File: src/rtl/booth_result_collector.sv
// Reassembles two-half Booth products into {hi, lo} words and buffers them in a FIFO.
// Tracks the multiplication in flight so upstream only starts when a result slot exists.
module booth_result_collector #(
   parameter int unsigned WIDTH = 5,
   parameter int unsigned DEPTH = 4
) (
   input  logic                       clk,
   input  logic                       rst,
   input  logic                       mul_start,
   input  logic                       mul_done,
   input  logic                       mul_sel_out,
   input  logic [WIDTH-1:0]           mul_data,
   input  logic                       clr_err,
   output logic                       can_start,
   output logic                       prod_valid,
   input  logic                       prod_ready,
   output logic [2*WIDTH-1:0]         prod_data,
   output logic [$clog2(DEPTH):0]     fifo_count,
   output logic                       overflow,
   output logic                       seq_err
);

   localparam int unsigned PW = $clog2(DEPTH);
   localparam logic [PW:0] FullCount = (PW+1)'(DEPTH);

   localparam logic [0:0] StIdle   = 1'b0;
   localparam logic [0:0] StWaitLo = 1'b1;

   logic [0:0]         state_q, state_d;
   logic [WIDTH-1:0]   hi_q, hi_d;
   logic               in_flight_q, in_flight_d;
   logic [PW-1:0]      wr_ptr_q, rd_ptr_q;
   logic [PW:0]        count_q, count_d;
   logic               ovf_q, ovf_d, seq_q, seq_d;
   logic [2*WIDTH-1:0] mem_q [DEPTH];

   logic push_req, abort, seq_ev, full, pop, push, drop;

   always_comb begin
      state_d  = state_q;
      hi_d     = hi_q;
      push_req = 1'b0;
      abort    = 1'b0;
      seq_ev   = 1'b0;
      case (state_q)
         StIdle: begin
            if (mul_done) begin
               if (mul_sel_out) begin
                  hi_d    = mul_data;
                  state_d = StWaitLo;
               end else begin
                  seq_ev = 1'b1;
               end
            end
         end
         default: begin
            // Only a back-to-back low half completes the product; any gap aborts it.
            if (!mul_done) begin
               seq_ev  = 1'b1;
               abort   = 1'b1;
               state_d = StIdle;
            end else if (mul_sel_out) begin
               seq_ev = 1'b1;
               hi_d   = mul_data;
            end else begin
               push_req = 1'b1;
               state_d  = StIdle;
            end
         end
      endcase
   end

   always_comb begin
      full        = (count_q == FullCount);
      pop         = prod_valid & prod_ready;
      // A full FIFO still accepts the push when the head leaves in the same cycle.
      push        = push_req & (~full | pop);
      drop        = push_req & full & ~pop;
      in_flight_d = mul_start | (in_flight_q & ~(push | drop | abort));
      count_d     = count_q + {{PW{1'b0}}, push} - {{PW{1'b0}}, pop};
      ovf_d       = drop | (ovf_q & ~clr_err);
      seq_d       = seq_ev | (seq_q & ~clr_err);
   end

   always_ff @(posedge clk or posedge rst) begin
      if (rst) begin
         state_q     <= StIdle;
         hi_q        <= '0;
         in_flight_q <= 1'b0;
         wr_ptr_q    <= '0;
         rd_ptr_q    <= '0;
         count_q     <= '0;
         ovf_q       <= 1'b0;
         seq_q       <= 1'b0;
         for (int i = 0; i < DEPTH; i++) begin
            mem_q[i] <= '0;
         end
      end else begin
         state_q     <= state_d;
         hi_q        <= hi_d;
         in_flight_q <= in_flight_d;
         count_q     <= count_d;
         ovf_q       <= ovf_d;
         seq_q       <= seq_d;
         if (push) begin
            mem_q[wr_ptr_q] <= {hi_q, mul_data};
            wr_ptr_q        <= wr_ptr_q + 1'b1;
         end
         if (pop) begin
            rd_ptr_q <= rd_ptr_q + 1'b1;
         end
      end
   end

   assign prod_valid = (count_q != '0);
   assign prod_data  = mem_q[rd_ptr_q];
   assign fifo_count = count_q;
   assign can_start  = ~in_flight_q & (count_q < FullCount);
   assign overflow   = ovf_q;
   assign seq_err    = seq_q;

endmodule
File: config.mk
export PLATFORM = sky130hd
export DESIGN_NAME = booth_result_collector
export DESIGN_NICKNAME = d
export VERILOG_FILES = /design/src/rtl/booth_result_collector.sv
export SDC_FILE = /design/constraint.sdc
export NUM_CORES = 1
export LEC_CHECK = 0
export ABC_AREA = 0
export BUFFER_PORTS_ARGS = -buffer_cell sky130_fd_sc_hd__buf_2
export CAP_MARGIN = 30
export CORE_ASPECT_RATIO = 1.2
export CORE_MARGIN = 2
export CORE_UTILIZATION = 57
export CTS_CLUSTER_DIAMETER = 40
export DETAILED_ROUTE_END_ITERATION = 8
export PLACE_DENSITY = 0.8
export SLEW_MARGIN = 10
export SYNTH_ARGS = -nofsm -noshare
export SYNTH_HDL_FRONTEND = slang
export SYNTH_SLANG_ARGS = --single-unit
File: constraint.sdc
create_clock -name clk -period 2.7 [get_ports clk]
set_clock_uncertainty 0.1 [all_clocks]
set_input_delay 0.135 -clock clk [delete_from_list [all_inputs] [get_ports clk]]
set_output_delay 0.135 -clock clk [all_outputs]
set_load 0.005 [all_outputs]
# ---- Word-level counts from Yosys, hierarchy flattened
# Index checks and enable logic that the tools add are counted.
dict set report totals {
  ram_bits 0
  reg_bits 56
  mem_bits_ro 0
  in_bits 12
  latch_bits 0
  memories 0
  elab_cells 60
}
dict set report classes {
  n_mux 15
  n_addsub 4
  div 0
  n_bitwise 21
  eq_ne 1
  reduce_logical 3
  shifts 0
  order_cmp 4
  n_mul 0
}
# operator count
set op_table {}
lappend op_table {{$bwmux 40} 1}
lappend op_table {{$mux 10} 3}
lappend op_table {{$bmux 10 s2} 1}
lappend op_table {{$demux 10 s2} 1}
lappend op_table {{$mux 1} 9}
lappend op_table {{$and 1x1->1} 8}
lappend op_table {{$ge 3x3->1 const B} 2}
lappend op_table {{$not 2->3} 2}
lappend op_table {{$or 1x1->1} 6}
lappend op_table {{$not 1->1} 5}
lappend op_table {{$add 2x1->2 const B} 2}
lappend op_table {{$add 3x1->3} 1}
lappend op_table {{$eq 3x3->1 const B} 1}
lappend op_table {{$lt 3x1->1 const B} 1}
lappend op_table {{$lt 3x3->1 const B} 1}
lappend op_table {{$reduce_bool 3->1} 1}
lappend op_table {{$sub 3x1->3} 1}
lappend op_table {{$reduce_and 2->1} 1}
lappend op_table {{$logic_and 1x1->1} 1}

# ---- Longest topological paths before layout
# Gate-level depths: netlist (run 1).
dict set report depth {
  word_depth 10
  mapped_depth 10
  depth_no_buf 9
}

# ---- Worst setup path before layout (run 1)
# Ideal clock, no wire load.
dict set report synth_path {
  path_type {reg-to-reg}
  startpoint {reg count_q[1], in the netlist fifo_count[1]}
  endpoint {reg count_q[2], in the netlist fifo_count[2]}
  setup_time_ns 0.127
  arrival_time_ns 2.313
  slack_ns 0.159
  required_time_ns 2.473
  synth_period_minus_slack_ns 2.541
  n_path_buf 1
  stages_incl_launch_ff 11
  cell_sequence {dfrtp_1 -> or4b_1 -> buf_6 -> nand2_1 -> ha_1 -> inv_1 -> ha_1 -> inv_1 -> fa_1 -> xnor2_1 -> xnor2_1}
}
dict set report synth_between {
  elab_chain_len 6
  word_cells_on_any_way 8
}
# item line_no
set synth_lines {}
lappend synth_lines {{start, declared} 33} ;# logic [PW:0] count_q, count_d;
lappend synth_lines {{start signal, assigned} 102} ;# count_q <= count_d;
lappend synth_lines {{$reduce_bool 3->1 or $eq 3x3->1 (tied branches)} {115, 74}}
lappend synth_lines {{$and 1x1->1 or $not 1->1 (tied branches)} {75, 77}}
lappend synth_lines {{$or 1x1->1} 77} ;# push = push_req & (~full | pop);
lappend synth_lines {{$and 1x1->1} 77}
lappend synth_lines {{$add 3x1->3} 80} ;# count_d = count_q + {{PW{1'b0}}, push} - {{PW{1'b0}}, pop};
lappend synth_lines {{$sub 3x1->3 (*)} 80}
lappend synth_lines {{via count_d[2]} 33}
# Mark *: on every way through the listed nets, which the timed path passes. The rest lies on a longest branch.
# A chain may end at the register's enable or synchronous reset.

# ---- Final worst setup path (run 1)
# Ends and elaborated chain as after synthesis.

==> results.tsv, run 1 <==
stage	metric	value	unit
outcome	status	finished, final reports clean	
die	die_h	76.5	um
cts	htreeDepth	2	
drt	drt_wl_total	4350	um
pwr	combPwrFrac	0.323	
cts	cts_root_buf	clkbuf_8	
place	portBuffers	28	
logic_synthesis	yosys-top-cells-area	dfrtp_1 (56%), mux2_2 (21%), mux4_2 (9.0%)	
logic_synthesis	synthDistinctLibCells	21	
cells_and_area	fin_area	2880	sq um
flow_run	cap_violations	0	
cells_and_area	multiInputGateArea	1030	sq um
drt	drc	0	
sta	fin_tns_setup	0	ps
die	fp.dieW	64.4	um
drt	avgRoutedWirePerCell	17.3	um
logic_synthesis	synth_area_per_cell	16.0	sq um
place	placed_area	2710	sq um
sta	worst_slew_pin_slew	703	ps
min_path	hp-class	in2reg	
worst_setup_path	endpoint	fifo_count[2]	
worst_setup_path	cp-startpoint	fifo_count[1]	
worst_setup_path	crit_fanout	6	
die	num_io_pins	29	
cts	cts_tree	done	
pwr	finalPower	3.01	mW
place	pre_cts_slack	178	ps
global_route	overflow	0	
sta	timing.hold.ws	7.52	ps
sta	slew_viol_final	0	
worst_setup_path	required	2840	ps
logic_synthesis	synthCells	156	
sta	finalSetupViolations	0	
cells_and_area	nNetsFinal	214	
worst_setup_path	end_kind	register	
sta	max_freq	0.397	GHz
worst_setup_path	cp-start-kind	register	
worst_setup_path	r2r-end	fifo_count[2]	
cts	cts.path.max_buffers	2	
global_route	grt_most_used_layer	met2	
drt	drt_iter0_drc	40	
drt	drt-pass1-iter-count	4	
place	dp_hpwl	2970	um
cells_and_area	drive_gt1_frac	0.515	
drt	postRouteAntennaNets	0	
global_route	met3_usage	0.0443	
place	placedCellCount	239	
cells_and_area	n_fill_cell	301	
global_route	grt_max_degree	57	
cts	cts-buffers-inserted	5	
worst_setup_path	rr_startpoint	fifo_count[1]	
logic_synthesis	synth_top_area_share	0.561	
cells_and_area	regArea	1400	sq um
pwr	irDropWorstVdd	698	uV
global_route	grt_util_met2	0.336	
global_route	track_usage	0.197	
worst_setup_path	path_class	reg2reg	
die	coreArea	4230	sq um
sta	period_needed	2520	ps
cells_and_area	layout_common_cells	dfrtp_1 (55), mux2_2 (46), buf_2 (28)	
logic_synthesis	synth_top_area_cell	dfrtp_1	
pwr	p_switching	0.886	mW
sta	relSlewSlack	0.531	
cells_and_area	insertedDiodeCount	0	
cts	clk_pin_slew	90	ps
pwr	p_int	2.12	mW
worst_setup_path	cp.depth	9	
cts	clock_sinks	56	
pwr	p_seq_frac	0.487	
logic_synthesis	synthesis.area	2500	sq um
sta	final.period_utilization	0.933	
global_route	antenna_found_initial	0	
global_route	grt_pass1_wl	7300	um
worst_setup_path	cp.arrival	2660	ps
global_route	grt_pass1_vias	1485	
cts	post_cts_buffers	0	
logic_synthesis	synth_fp_nets	175	
worst_setup_path	r2r_setup_slack	180	ps
pwr	swShare	0.295	
cells_and_area	utilization	0.680	
die	start_util	0.591	
sta	rsz0062_at_grt	false	
pwr	leakage	1.37	nW
die	die-area	4930	sq um
pwr	p_clk_frac	0.190	
drt	via_per_inst	5.49	
global_route	grt_use_met1	0.251	
worst_setup_path	cpMaxStageDelayCell	or4b_1	
worst_setup_path	crit_chain	or4b_1 -> nand2_1 -> ha_1 -> inv_1 -> ha_1 -> inv_1 -> fa_1 -> xnor2_1 -> xnor2_1	
sta	setup_ws	182	ps
worst_setup_path	max_stage_delay	550	ps
cells_and_area	area_growth_syn_to_layout	15.2	%
pwr	power.density	1050	nW/um^2
worst_setup_path	crit_family	adder cells	
drt	vias	1383	
die	rows	26	
place	place_congestion	0.709	
cells_and_area	fin_cells	252	
worst_setup_path	crit_buf_inv	2	
logic_synthesis	ys_seq_area_frac	0.561	
worst_setup_path	rr_worst_depth	9	
cells_and_area	layout_commonest_cell	dfrtp_1	
logic_synthesis	synth_seq_cells	56	
cts	clk-insertion-delay-late	310	ps
logic_synthesis	yosysWarnings	0	
sta	hold_viol	0	
-- registers in the layout, indices dropped and copies added (netlist names) --
signal and count:
fifo_count 3, rd_ptr_q 2, state_q 1, in_flight_q 1, overflow 1, wr_ptr_q 2
mem_q 40, hi_q 5, seq_err 1
-- power by group through the flow --
stage	sequential, mW	clock [mW]	combinational, mW
floorplan	1.34	0	0.774
global placement	1.44	0	0.932
detailed placement	1.49	0	0.977
CTS	1.47	0.581	0.989
global route	1.52	0.614	1.06
finish	1.47	0.571	0.971
-- cell type report --
cell class	count	share of cell area
clock buffer	6	0.0287
clock inverter	2	0.0135
inverter	11	0.0143
multi-input combinational	85	0.358
sequential	56	0.487
tap	56	0.0243
timing repair buffer	36	0.0739
-- worst min path at each step --
stage                           start          end  slack, ps  cells past startpoint
after floorplan             mul_start  in_flight_q        130                      1
after global placement      mul_start  in_flight_q        210                      2
after detailed placement    mul_start  in_flight_q        220                      2
after CTS                 mul_data[0]      hi_q[0]          6                      2
after global routing      mul_data[2]      hi_q[2]          7                      2
final                     mul_data[0]      hi_q[0]          8                      2
-- synth_stat cells (all sizes together) --
library cell and instances:
dfrtp 56, mux2 46, inv 11, mux4 10, ha 6, nand2 4
nand3 4, xnor2 4, buf 3, o22ai 2, a21o 1, a21oi 1
and3b 1, clkbuf 1, fa 1, nor2 1, o31a 1, or3 1
or4b 1, xor2 1
-- per-layer routing --
layer  wire length, um  part of all wire  up-vias
met5                 0                 0        -
met4                54             0.012        0
met3               133             0.031        6
met2              2270              0.52       30
met1              1890              0.44      710
li1                  -                 -      637
-- logic make-up (layout without fill, tap and decap cells) --
| logic type | count (synthesis) | in the layout | synth area share |
|---|---|---|---|
| simple gates | 12 | 12 | 0.0456 |
| xor+xnor | 5 | 5 | 0.0175 |
| fa+ha+maj | 7 | 7 | 0.0381 |
| compound gates | 5 | 5 | 0.0135 |
| buf+inv | 15 | 55 | 0.0266 |
| mux | 56 | 56 | 0.298 |
| flops | 56 | 56 | 0.561 |
-- repair_timing --
item	4_1_cts	5_1_grt
setup endpoints to repair	0	1
hold buffers	5	0
resized for setup	0	1
endpoints found under the hold margin	64	0
Note: power is estimated with default switching activity, not from simulation.
==> inputs of run 2 (changes only) <==
ABC_AREA = 1   (was 0)
CORE_UTILIZATION = 58   (was 57)
PLACE_DENSITY = 0.81   (was 0.8)
SLEW_MARGIN = 20   (was 10)
==> run 2 against run 1 <==
Combinational power is 24% higher. Via count increased by 68%. Flip-flop and latch count is the same. Core utilization is 1.2 points lower. Synthesized area rose by 10%. Clock power shrank 2%. Hold slack better by 14 ps. First-iteration DRC count rose to 5.1 times the previous value. Sequential power down 7%. Largest power group unchanged.
==> results.tsv, run 2 <==
stage	metric	value	unit
sta	relSlewSlack	0.505	
logic_synthesis	synth_fp_nets	337	
logic_synthesis	yosys-top-cells-count	nand2_1 (107), dfrtp_1 (56), nand4_1 (40)	
pwr	p_clk_frac	0.179	
logic_synthesis	post-synth-top-count-cell	nand2_1	
cts	clock_sinks	56	
worst_setup_path	crit_family	adder cells	
sta	fin_tns_setup	0	ps
place	placed_area	2870	sq um
sta	finalSetupViolations	0	
sta	slew_viol_final	0	
die	coreArea	4560	sq um
drt	drt-pass1-iter-count	4	
cells_and_area	regArea	1400	sq um
global_route	track_usage	0.279	
logic_synthesis	synthCells	318	
logic_synthesis	async_flop_share	1.00	
cells_and_area	fin_area	3050	sq um
worst_setup_path	cp-start-kind	register	
place	place_congestion	0.782	
worst_setup_path	cpMaxStageDelayCell	fa_1	
cells_and_area	drive_gt1_frac	0.145	
cells_and_area	utilization	0.668	
cells_and_area	top_register	mem_q	
pwr	p_seq_frac	0.437	
cts	cts_resized	0	
die	start_util	0.602	
cts	cts-buffers-inserted	5	
worst_setup_path	required	2820	ps
global_route	antenna_found_initial	0	
min_path	hp-class	in2reg	
logic_synthesis	synth_top_area_cell	dfrtp_1	
global_route	grt_pass1_wl	10900	um
pwr	p_switching	1.26	mW
die	num_io_pins	29	
logic_synthesis	synth_top_area_share	0.510	
cells_and_area	largest_reg_flops	40	
cells_and_area	layout_common_cells	nand2_1 (107), dfrtp_1 (56), nand4_1 (40)	
cts	post_cts_buffers	0	
drt	drt_wl_total	6580	um
flow_run	cap_violations	0	
sta	rsz0062_at_grt	false	
die	rows	27	
logic_synthesis	yosys-top-cells-area	dfrtp_1 (51%), nand2_1 (15%), nand4_1 (9.1%)	
drt	drc	0	
worst_setup_path	cp.arrival	2290	ps
global_route	overflow	0	
pwr	p_int	1.86	mW
die	die_h	79.4	um
logic_synthesis	ys_seq_area_frac	0.510	
drt	avgRoutedWirePerCell	16.3	um
worst_setup_path	end_kind	register	
pwr	power.density	1020	nW/um^2
place	dp_hpwl	4020	um
drt	postRouteAntennaNets	0	
cts	cts.path.max_buffers	2	
cts	hold_buffers	7	
worst_setup_path	max_stage_delay	470	ps
logic_synthesis	synth_area_per_cell	8.64	sq um
logic_synthesis	synth_seq_cells	56	
logic_synthesis	synth-edff-count	0	
cells_and_area	area_growth_syn_to_layout	10.9	%
pwr	leakage	1.58	nW
sta	timing.hold.ws	21.2	ps
drt	vias	2325	
worst_setup_path	crit_buf_inv	4	
sta	final.period_utilization	0.805	
worst_setup_path	crit_top_cell	inv_1	
worst_setup_path	path_class	reg2reg	
logic_synthesis	synthDistinctLibCells	20	
worst_setup_path	crit_chain	nor2_1 -> nand2_1 -> nand2_1 -> inv_1 -> ha_1 -> inv_1 -> ha_1 -> inv_1 -> fa_1 -> inv_1	
pwr	irDropWorstVdd	712	uV
cells_and_area	fin_cells	403	
global_route	grt_pass1_vias	2299	
die	die-area	5310	sq um
pwr	combPwrFrac	0.384	
sta	max_freq	0.460	GHz
place	pre_cts_slack	542	ps
sta	period_needed	2170	ps
cells_and_area	multiInputGateArea	1160	sq um
sta	hold_viol	0	
place	placedCellCount	388	
cts	cts_tree	done	
sta	worst_slew_pin_slew	742	ps
drt	via_per_inst	5.77	
worst_setup_path	crit_fanout	4	
die	fp.dieW	66.8	um
logic_synthesis	yosysWarnings	0	
pwr	finalPower	3.12	mW
pwr	swShare	0.404	
cts	htreeDepth	2	
cts	clk_pin_slew	100	ps
drt	drt_iter0_drc	202	
global_route	grt_max_degree	57	
sta	setup_ws	528	ps
logic_synthesis	synthesis.area	2750	sq um
outcome	status	finished, final reports clean	
cts	clk-insertion-delay-late	320	ps
cts	cts_root_buf	clkbuf_8	
logic_synthesis	ys.flop_type	dfrtp_1	
cells_and_area	n_fill_cell	393	
cells_and_area	nNetsFinal	363	
place	portBuffers	28	
cells_and_area	layout_commonest_cell	nand2_1	
cells_and_area	insertedDiodeCount	0	
==> run 2: changes by cell type in the layout (fill, tap and decap cells not counted), sizes merged, moves of 9 or more <==
cell and change:
mux2 -46, nand2 +104, nand4 +40, nor2 +26
o22ai +9, o21ai +23, mux4 -10
==> run 2: kinds of logic after synthesis <==
family,count (synthesis),synth area share
adder cells (fa/ha/maj),7,0.0346
AO/OA/AOI/OAI,35,0.0688
buffers and inverters,36,0.0674
flip-flops,56,0.510
AND/OR/NAND/NOR,182,0.313
XOR/XNOR,2,0.00638
==> run 2: path summary, 6_finish.rpt <==
check | depth (start not counted) | from | to | slack (ps)
max in group asynchronous | 4 | rst | mem_q[7] | 1590
max reg2reg | 10 | fifo_count[1] | fifo_count[1] | 530
min | 3 | mul_data[2] | mem_q[2] | 20
max | 10 | fifo_count[1] | fifo_count[1] | 530
min reg2reg | 2 | mem_q[12] | mem_q[12] | 370
min in group asynchronous | 4 | rst | mem_q[4] | 440
==> run 2: worst reg2reg max path: stages, from the launching register on <==
cell     delay, ps
dfrtp_1        450
nor2_1         230
nand2_1        100
nand2_1        100
inv_1           60
ha_1           280
inv_1           60
ha_1           140
inv_1           50
fa_1           470
inv_1           40
==> run 2: cell type report <==
cell class	instances	area share
inverter	16	0.0197
clock buffer	5	0.0226
timing repair buffer	39	0.0789
clock inverter	3	0.0140
tap	58	0.0238
sequential	56	0.460
multi-input combinational	226	0.381
==> run 2: power by group through the flow <==
| stage | Sequential, mW | Clock (mW) | Combinational [mW] |
|---|---|---|---|
| floorplan | 1.31 | 0 | 0.853 |
| global placement | 1.36 | 0 | 1.15 |
| detailed placement | 1.38 | 0 | 1.18 |
| CTS | 1.36 | 0.557 | 1.20 |
| global route | 1.40 | 0.602 | 1.35 |
| finish | 1.36 | 0.558 | 1.20 |
==> run 2: per-layer routing <==
layer  GRT usage  wire [um]  up-vias
li1            -          -     1117
met1       0.359       2650     1101
met2       0.440       3360       93
met3      0.0635        446       14
met4       0.139        125        0
met5           0          0        -
